--- config.mk ---
export PLATFORM = sky130hd
export DESIGN_NAME = alien_march_ctrl
export DESIGN_NICKNAME = d
export VERILOG_FILES = /design/src/rtl/alien_march_ctrl.sv
export SDC_FILE = /design/constraint.sdc
export NUM_CORES = 1
export LEC_CHECK = 0
export ABC_AREA = 0
export ABC_CLOCK_PERIOD_IN_PS = 4400
export CAP_MARGIN = 10
export CORE_AREA = 2 2 93 95
export CTS_BUF_LIST = sky130_fd_sc_hd__clkbuf_4 sky130_fd_sc_hd__clkbuf_8
export DETAILED_ROUTE_END_ITERATION = 12
export DIE_AREA = 0 0 95 97
export PLACE_DENSITY = 0.87
export SYNTH_ARGS = -nofsm -noshare
export SYNTH_HDL_FRONTEND = slang
export SYNTH_SLANG_ARGS = --single-unit
--- constraint.sdc ---
create_clock -name clk -period 4.4 [get_ports clk]
set_clock_uncertainty 0.05 [all_clocks]
set_input_delay 0.44 -clock clk [delete_from_list [all_inputs] [get_ports clk]]
set_output_delay 0.44 -clock clk [all_outputs]
set_load 0.05 [all_outputs]
--- src/rtl/alien_march_ctrl.sv ---
// Formation march sequencer: paces alien-grid steps by frame ticks, bounces off the
// playfield edges with a descend-and-reverse, and flags wave-clear / landed.
module alien_march_ctrl #(
  parameter int NUM_ROWS         = 3,
  parameter int NUM_COLS         = 5,
  parameter int ALIEN_SPACING_X  = 64,
  parameter int ALIEN_SPACING_Y  = 32,
  parameter int START_X          = 100,
  parameter int START_Y          = 50,
  parameter int ALIEN_W          = 32,
  parameter int ALIEN_H          = 16,
  parameter int STEP_X           = 8,
  parameter int STEP_Y           = 16,
  parameter int FIELD_LEFT       = 8,
  parameter int FIELD_RIGHT      = 632,
  parameter int LAND_Y           = 440,
  parameter int MIN_PERIOD       = 2,
  parameter int FRAMES_PER_ALIEN = 1
) (
  input  logic                         clk,
  input  logic                         rst_n,
  input  logic                         frame_tick,
  input  logic                         start,
  input  logic [NUM_ROWS*NUM_COLS-1:0] alive_matrix,
  output logic signed [15:0]           offset_x,
  output logic [15:0]                  offset_y,
  output logic                         direction,
  output logic                         step_pulse,
  output logic                         marching,
  output logic                         wave_clear,
  output logic                         landed
);

  typedef enum logic [1:0] {IDLE, MARCH, HALT} state_t;
  typedef logic signed [16:0] ext_t;

  localparam int NUM_ALIENS = NUM_ROWS * NUM_COLS;
  localparam int CW = (NUM_COLS > 1) ? $clog2(NUM_COLS) : 1;
  localparam int RW = (NUM_ROWS > 1) ? $clog2(NUM_ROWS) : 1;
  localparam int AW = $clog2(NUM_ALIENS + 1);
  localparam int PW = $clog2(MIN_PERIOD + NUM_ALIENS * FRAMES_PER_ALIEN + 1);

  localparam ext_t START_X_E     = ext_t'(START_X);
  localparam ext_t START_Y_E     = ext_t'(START_Y);
  localparam ext_t SPACING_X_E   = ext_t'(ALIEN_SPACING_X);
  localparam ext_t SPACING_Y_E   = ext_t'(ALIEN_SPACING_Y);
  localparam ext_t ALIEN_W_E     = ext_t'(ALIEN_W);
  localparam ext_t ALIEN_H_E     = ext_t'(ALIEN_H);
  localparam ext_t STEP_X_E      = ext_t'(STEP_X);
  localparam ext_t STEP_Y_E      = ext_t'(STEP_Y);
  localparam ext_t FIELD_LEFT_E  = ext_t'(FIELD_LEFT);
  localparam ext_t FIELD_RIGHT_E = ext_t'(FIELD_RIGHT);
  localparam ext_t LAND_Y_E      = ext_t'(LAND_Y);
  localparam logic signed [15:0] STEP_X_O = 16'(STEP_X);
  localparam logic [15:0]        STEP_Y_O = 16'(STEP_Y);

  state_t               state, state_n;
  logic [PW-1:0]        frame_cnt, frame_cnt_n, period;
  logic [PW:0]          cnt_inc;
  logic                 tick_due, hit_edge;
  logic                 land_pending, land_pending_n;
  logic signed [15:0]   offset_x_n;
  logic [15:0]          offset_y_n;
  logic                 direction_n, step_pulse_n, marching_n, wave_clear_n, landed_n;

  logic [NUM_COLS-1:0]  col_any;
  logic [NUM_ROWS-1:0]  row_any;
  logic [CW-1:0]        min_col, max_col;
  logic [RW-1:0]        max_row;
  logic [AW-1:0]        alive_cnt;
  ext_t                 left_edge, right_edge, bottom;

  // Live-formation extents and population; alive_matrix bit index is row*NUM_COLS+col.
  always_comb begin
    col_any   = '0;
    row_any   = '0;
    alive_cnt = '0;
    min_col   = '0;
    max_col   = '0;
    max_row   = '0;
    for (int r = 0; r < NUM_ROWS; r++) begin
      for (int c = 0; c < NUM_COLS; c++) begin
        col_any[c] = col_any[c] | alive_matrix[r*NUM_COLS+c];
        row_any[r] = row_any[r] | alive_matrix[r*NUM_COLS+c];
        alive_cnt  = alive_cnt + AW'(alive_matrix[r*NUM_COLS+c]);
      end
    end
    for (int c = NUM_COLS - 1; c >= 0; c--) if (col_any[c]) min_col = CW'(c);
    for (int c = 0; c < NUM_COLS; c++)      if (col_any[c]) max_col = CW'(c);
    for (int r = 0; r < NUM_ROWS; r++)      if (row_any[r]) max_row = RW'(r);
  end

  assign left_edge  = START_X_E + ext_t'(offset_x) + ext_t'(min_col) * SPACING_X_E;
  assign right_edge = START_X_E + ext_t'(offset_x) + ext_t'(max_col) * SPACING_X_E + ALIEN_W_E;
  assign bottom     = START_Y_E + ext_t'(offset_y) + ext_t'(max_row) * SPACING_Y_E + ALIEN_H_E;

  // Period follows the live count every cycle, so a shrink mid-count lets the next tick step.
  assign period   = PW'(MIN_PERIOD) + PW'(alive_cnt) * PW'(FRAMES_PER_ALIEN);
  assign cnt_inc  = {1'b0, frame_cnt} + (PW+1)'(1);
  assign tick_due = cnt_inc >= {1'b0, period};
  assign hit_edge = direction ? (right_edge + STEP_X_E > FIELD_RIGHT_E)
                              : (left_edge - STEP_X_E < FIELD_LEFT_E);

  // NOTE: every signal is given a default before the case so no path leaves it unassigned,
  // which keeps this block purely combinational (no inferred latches).
  always_comb begin
    state_n        = state;
    frame_cnt_n    = frame_cnt;
    offset_x_n     = offset_x;
    offset_y_n     = offset_y;
    direction_n    = direction;
    step_pulse_n   = 1'b0;
    wave_clear_n   = wave_clear;
    landed_n       = landed;
    land_pending_n = 1'b0;
    unique case (state)
      IDLE, HALT: begin
        if (start) begin
          state_n      = MARCH;
          frame_cnt_n  = '0;
          offset_x_n   = '0;
          offset_y_n   = '0;
          direction_n  = 1'b1;
          wave_clear_n = 1'b0;
          landed_n     = 1'b0;
        end
      end
      MARCH: begin
        if (land_pending) begin
          landed_n = 1'b1;
          state_n  = HALT;
        end else if (alive_matrix == '0) begin
          wave_clear_n = 1'b1;
          state_n      = HALT;
        end else if (frame_tick) begin
          if (tick_due) begin
            frame_cnt_n  = '0;
            step_pulse_n = 1'b1;
            if (hit_edge) begin
              offset_y_n     = offset_y + STEP_Y_O;
              direction_n    = ~direction;
              land_pending_n = (bottom + STEP_Y_E >= LAND_Y_E);
            end else begin
              offset_x_n = direction ? offset_x + STEP_X_O : offset_x - STEP_X_O;
            end
          end else begin
            frame_cnt_n = cnt_inc[PW-1:0];
          end
        end
      end
      default: state_n = IDLE;
    endcase
    marching_n = (state_n == MARCH);
  end

  // NOTE: state registers use non-blocking assignments so every flop samples the
  // pre-edge values regardless of statement order.
  always_ff @(posedge clk or negedge rst_n) begin
    if (!rst_n) begin
      state        <= IDLE;
      frame_cnt    <= '0;
      offset_x     <= '0;
      offset_y     <= '0;
      direction    <= 1'b1;
      step_pulse   <= 1'b0;
      marching     <= 1'b0;
      wave_clear   <= 1'b0;
      landed       <= 1'b0;
      land_pending <= 1'b0;
    end else begin
      state        <= state_n;
      frame_cnt    <= frame_cnt_n;
      offset_x     <= offset_x_n;
      offset_y     <= offset_y_n;
      direction    <= direction_n;
      step_pulse   <= step_pulse_n;
      marching     <= marching_n;
      wave_clear   <= wave_clear_n;
      landed       <= landed_n;
      land_pending <= land_pending_n;
    end
  end

endmodule
==> results.ini <==
[logic_synthesis]
synthCells=521
ys_warn_count=0
synthFlopType=dfrtp_1
yosysUniqueCellTypes=67
synth_largest_area_cell=dfrtp_1
synth_edf_count=0
postSynth.asyncResetShare_pct=100
syn_area_um2=4410
syn_area_per_cell_um2=8.47
ys_ff_latch=38
synth_top_cell_area_share_pct=21.0
synth-seq-area-share_pct=21.6
synth.area.top_cells=dfrtp_1 21%, ha_1 15%, fa_1 5.4%, inv_1 4.9%, xnor2_1 4.8%

[floorplanning]
die_height_um=97
die_w_um=95
die-area_um2=9220
initial_utilization_pct=54.3
core_area_um2=8130
rows=33
ios=56

[timing]
fin_ws_ns=-0.788
tns_ns=-18.77
fin_crit_sh_pct=118
tightest_slew_ns=0.871
relSlewSlack_pct=41.9
setup_viol=33
rsz0062_at_grt=yes
hold_ws_ns=0.203
period_minus_slack_ns=5.19
fmax_mhz=193
hold_viol=0
finalMaxSlewViolations=0

[setup_path]
crit_arrival_ns=5.37
r2r_slack_ns=0.04
crit_type=input pin to flip-flop
crit_fanout=6
startpoint_type=input pin
worst_setup_path_end_kind=flip-flop
crit_required_ns=4.58

[power_and_ir_drop]
power.density_nw_per_um2=785
ir_drop_v=0.000469
p_leak_nw=2.74

[flow_run]
maxCapViolations=0

[min_path]
min_path_type=input pin to asynchronous set/reset pin

[global_route]
grt_pass1_vias=4500
grt_antenna_before_repair=0
grt_util_all_layers_pct=26.9
grt_pass1_wl_um=20400
grt-ovfl-total=0
grt_max_degree=39

[clocking]
cts.htree.levels=2
cts.path.max_buffers=2
cts_root_buf=clkbuf_8
cts_buffers=5
clk_pin_slew_ns=0.08
insertion_delay_ns=0.30
cts_tree=done
clock_sinks=38

[placed_design]
portBuffers=48
placed_area_um2=5500
dp_hpwl_um=9110
place.gp.congestion=0.948

[drt]
wl_per_cell_um=16.4
routed_wl_um=12300
first_pass_iters=5
dr_total_vias=4461
first_iter_violations=306
ant_nets=0
viasPerCell=5.96
drc=0

[outcome]
violations=setup timing
status=finished with violations

[final_layout]
antenna-diode-count=0
final_layout_size_suffix_gt1_share_pct=23.0
nNetsFinal=726
fin_area_um2=5860
area_growth_pct=32.8

## Yosys cell counts (2+ instances only)
cell / instances
o211ai_1: 3
nand2b_1: 11
and3_1: 10
clkbuf_1: 3
dfrtp_1: 37
nor2_1: 32
a41o_1: 2
xor2_1: 11
o2111ai_1: 5
nor3b_1: 4
a2111oi_0: 5
o21ai_1: 3
xnor2_1: 24
a21o_1: 5
mux2_2: 4
nand3_1: 18
o211a_1: 2
buf_4: 7
fa_1: 12
and2_1: 4
or3_1: 6
o31ai_1: 8
a22o_1: 14
nor2b_1: 10
o21bai_1: 4
nor3_1: 14
mux2i_1: 2
a31oi_1: 6
nand2_1: 26
inv_1: 58
o21a_1: 3
a21oi_2: 2
a211oi_1: 5
or4_1: 9
ha_1: 53
o41ai_1: 2
buf_2: 3
o21ai_0: 23
nor4_1: 7
a21boi_0: 2
nand4_1: 2
a31o_2: 2
a21oi_1: 34
## area by class of cell
cell class	count	area, µm²
Multi-Input combinational cell	417	3410
Fill cell	571	2270
Timing Repair Buffer	121	1050
Sequential cell	38	952
Inverter	59	221
Tap cell	105	131
Clock buffer	6	82.6
Clock inverter	2	12.5
## sequential cells by signal (all words and copies together) (netlist names)
name and count:
offset_y 12, step_pulse 1, wave_clear 1, frame_cnt 5, land_pending 1, offset_x 13, direction 1, state 2
marching 1, landed 1
## where the power goes
part	switching (mW)	leakage, nW	total, mW	internal (mW)
combinational	2.00	2.19	3.71	1.71
clock	0.135	0.0472	0.261	0.126
sequential	0.183	0.504	0.631	0.448
total	2.31	2.74	4.60	2.29
## metal layers
metal | share of wire, % | global-route usage, % | vias up
li1 | - | - | 2120
met1 | 41 | 34.0 | 2165
met2 | 51 | 47.7 | 154
met3 | 5.7 | 3.82 | 22
met4 | 1.5 | 6.69 | 0
met5 | 0 | 0 | -
## placed cells by master (no fill, tap or decap), drive strengths merged, types with 11 or more instances in the layout
| cell | instances |
|---|---|
| buf | 80 |
| inv | 59 |
| ha | 53 |
| clkdlybuf4s50 | 41 |
| dfrtp | 37 |
| a21oi | 36 |
| nor2 | 32 |
| nand2 | 26 |
| o21ai | 26 |
| xnor2 | 25 |
| nand3 | 18 |
| a22o | 14 |
| nor3 | 14 |
| xor2 | 12 |
| fa | 12 |
| and3 | 11 |
| nand2b | 11 |
## worst paths after layout
check                                        start                       end  depth (start not counted)
setup / recovery                   alive_matrix[0]  offset_y[10]$_DFFE_PN0P_                         17
hold / removal                               rst_n  frame_cnt[2]$_DFFE_PN0P_                          1
setup reg to reg           offset_x[9]$_DFFE_PN0P_  offset_y[13]$_DFFE_PN0P_                         15
hold reg to reg                 landed$_DFFE_PN0P_        landed$_DFFE_PN0P_                          1
max in group asynchronous                    rst_n   offset_x[5]$_DFFE_PN0P_                          1
min in group clk                landed$_DFFE_PN0P_        landed$_DFFE_PN0P_                          1
## kinds of logic after synthesis
kind of cell | Yosys count | synth area share, %
adders and majority gates | 65 | 20.5
buffers and inverters | 73 | 7.06
AOI/OAI and AO/OA | 141 | 22.3
other | 1 | 0.0850
xor gates and xnor gates | 37 | 7.68
and+or+nand+nor | 160 | 19.4
muxes | 6 | 1.47
DFF | 38 | 21.6
## stage by stage
step | std cells | power [mW] | worst slack (ns) | util, %
2_1_floorplan | 527 | 2.85 | -0.726 | -
3_3_place_gp | 729 | 3.75 | -1.37 | 67.6
3_5_place_dp | 729 | 3.90 | -1.51 | 67.6
4_1_cts | 744 | 4.42 | -0.753 | 70.5
5_1_grt | 748 | 4.95 | -0.961 | 72.1
6_report | 748 | 4.60 | -0.788 | 72.1
## repair_timing
action                     CTS  global route
pin swaps                   29            14
setup endpoints to repair   33            33
gates resized for setup     55            24
gates cloned                 1             0
hold buffers                 0             0
buffers inserted             6             5
## worst max-delay path, cell delays in order
cell	delay, ns
buf_8	0.10
fa_1	0.54
inv_2	0.04
fa_2	0.53
fa_1	0.43
fa_1	0.46
fa_2	0.37
fa_2	0.44
ha_4	0.27
a21o_1	0.12
a211oi_2	0.07
o21ai_2	0.17
a31o_2	0.19
nor3b_4	0.34
a31oi_4	0.19
or4_1	0.50
a21oi_1	0.15
Note: power is estimated with default switching activity, not from simulation.
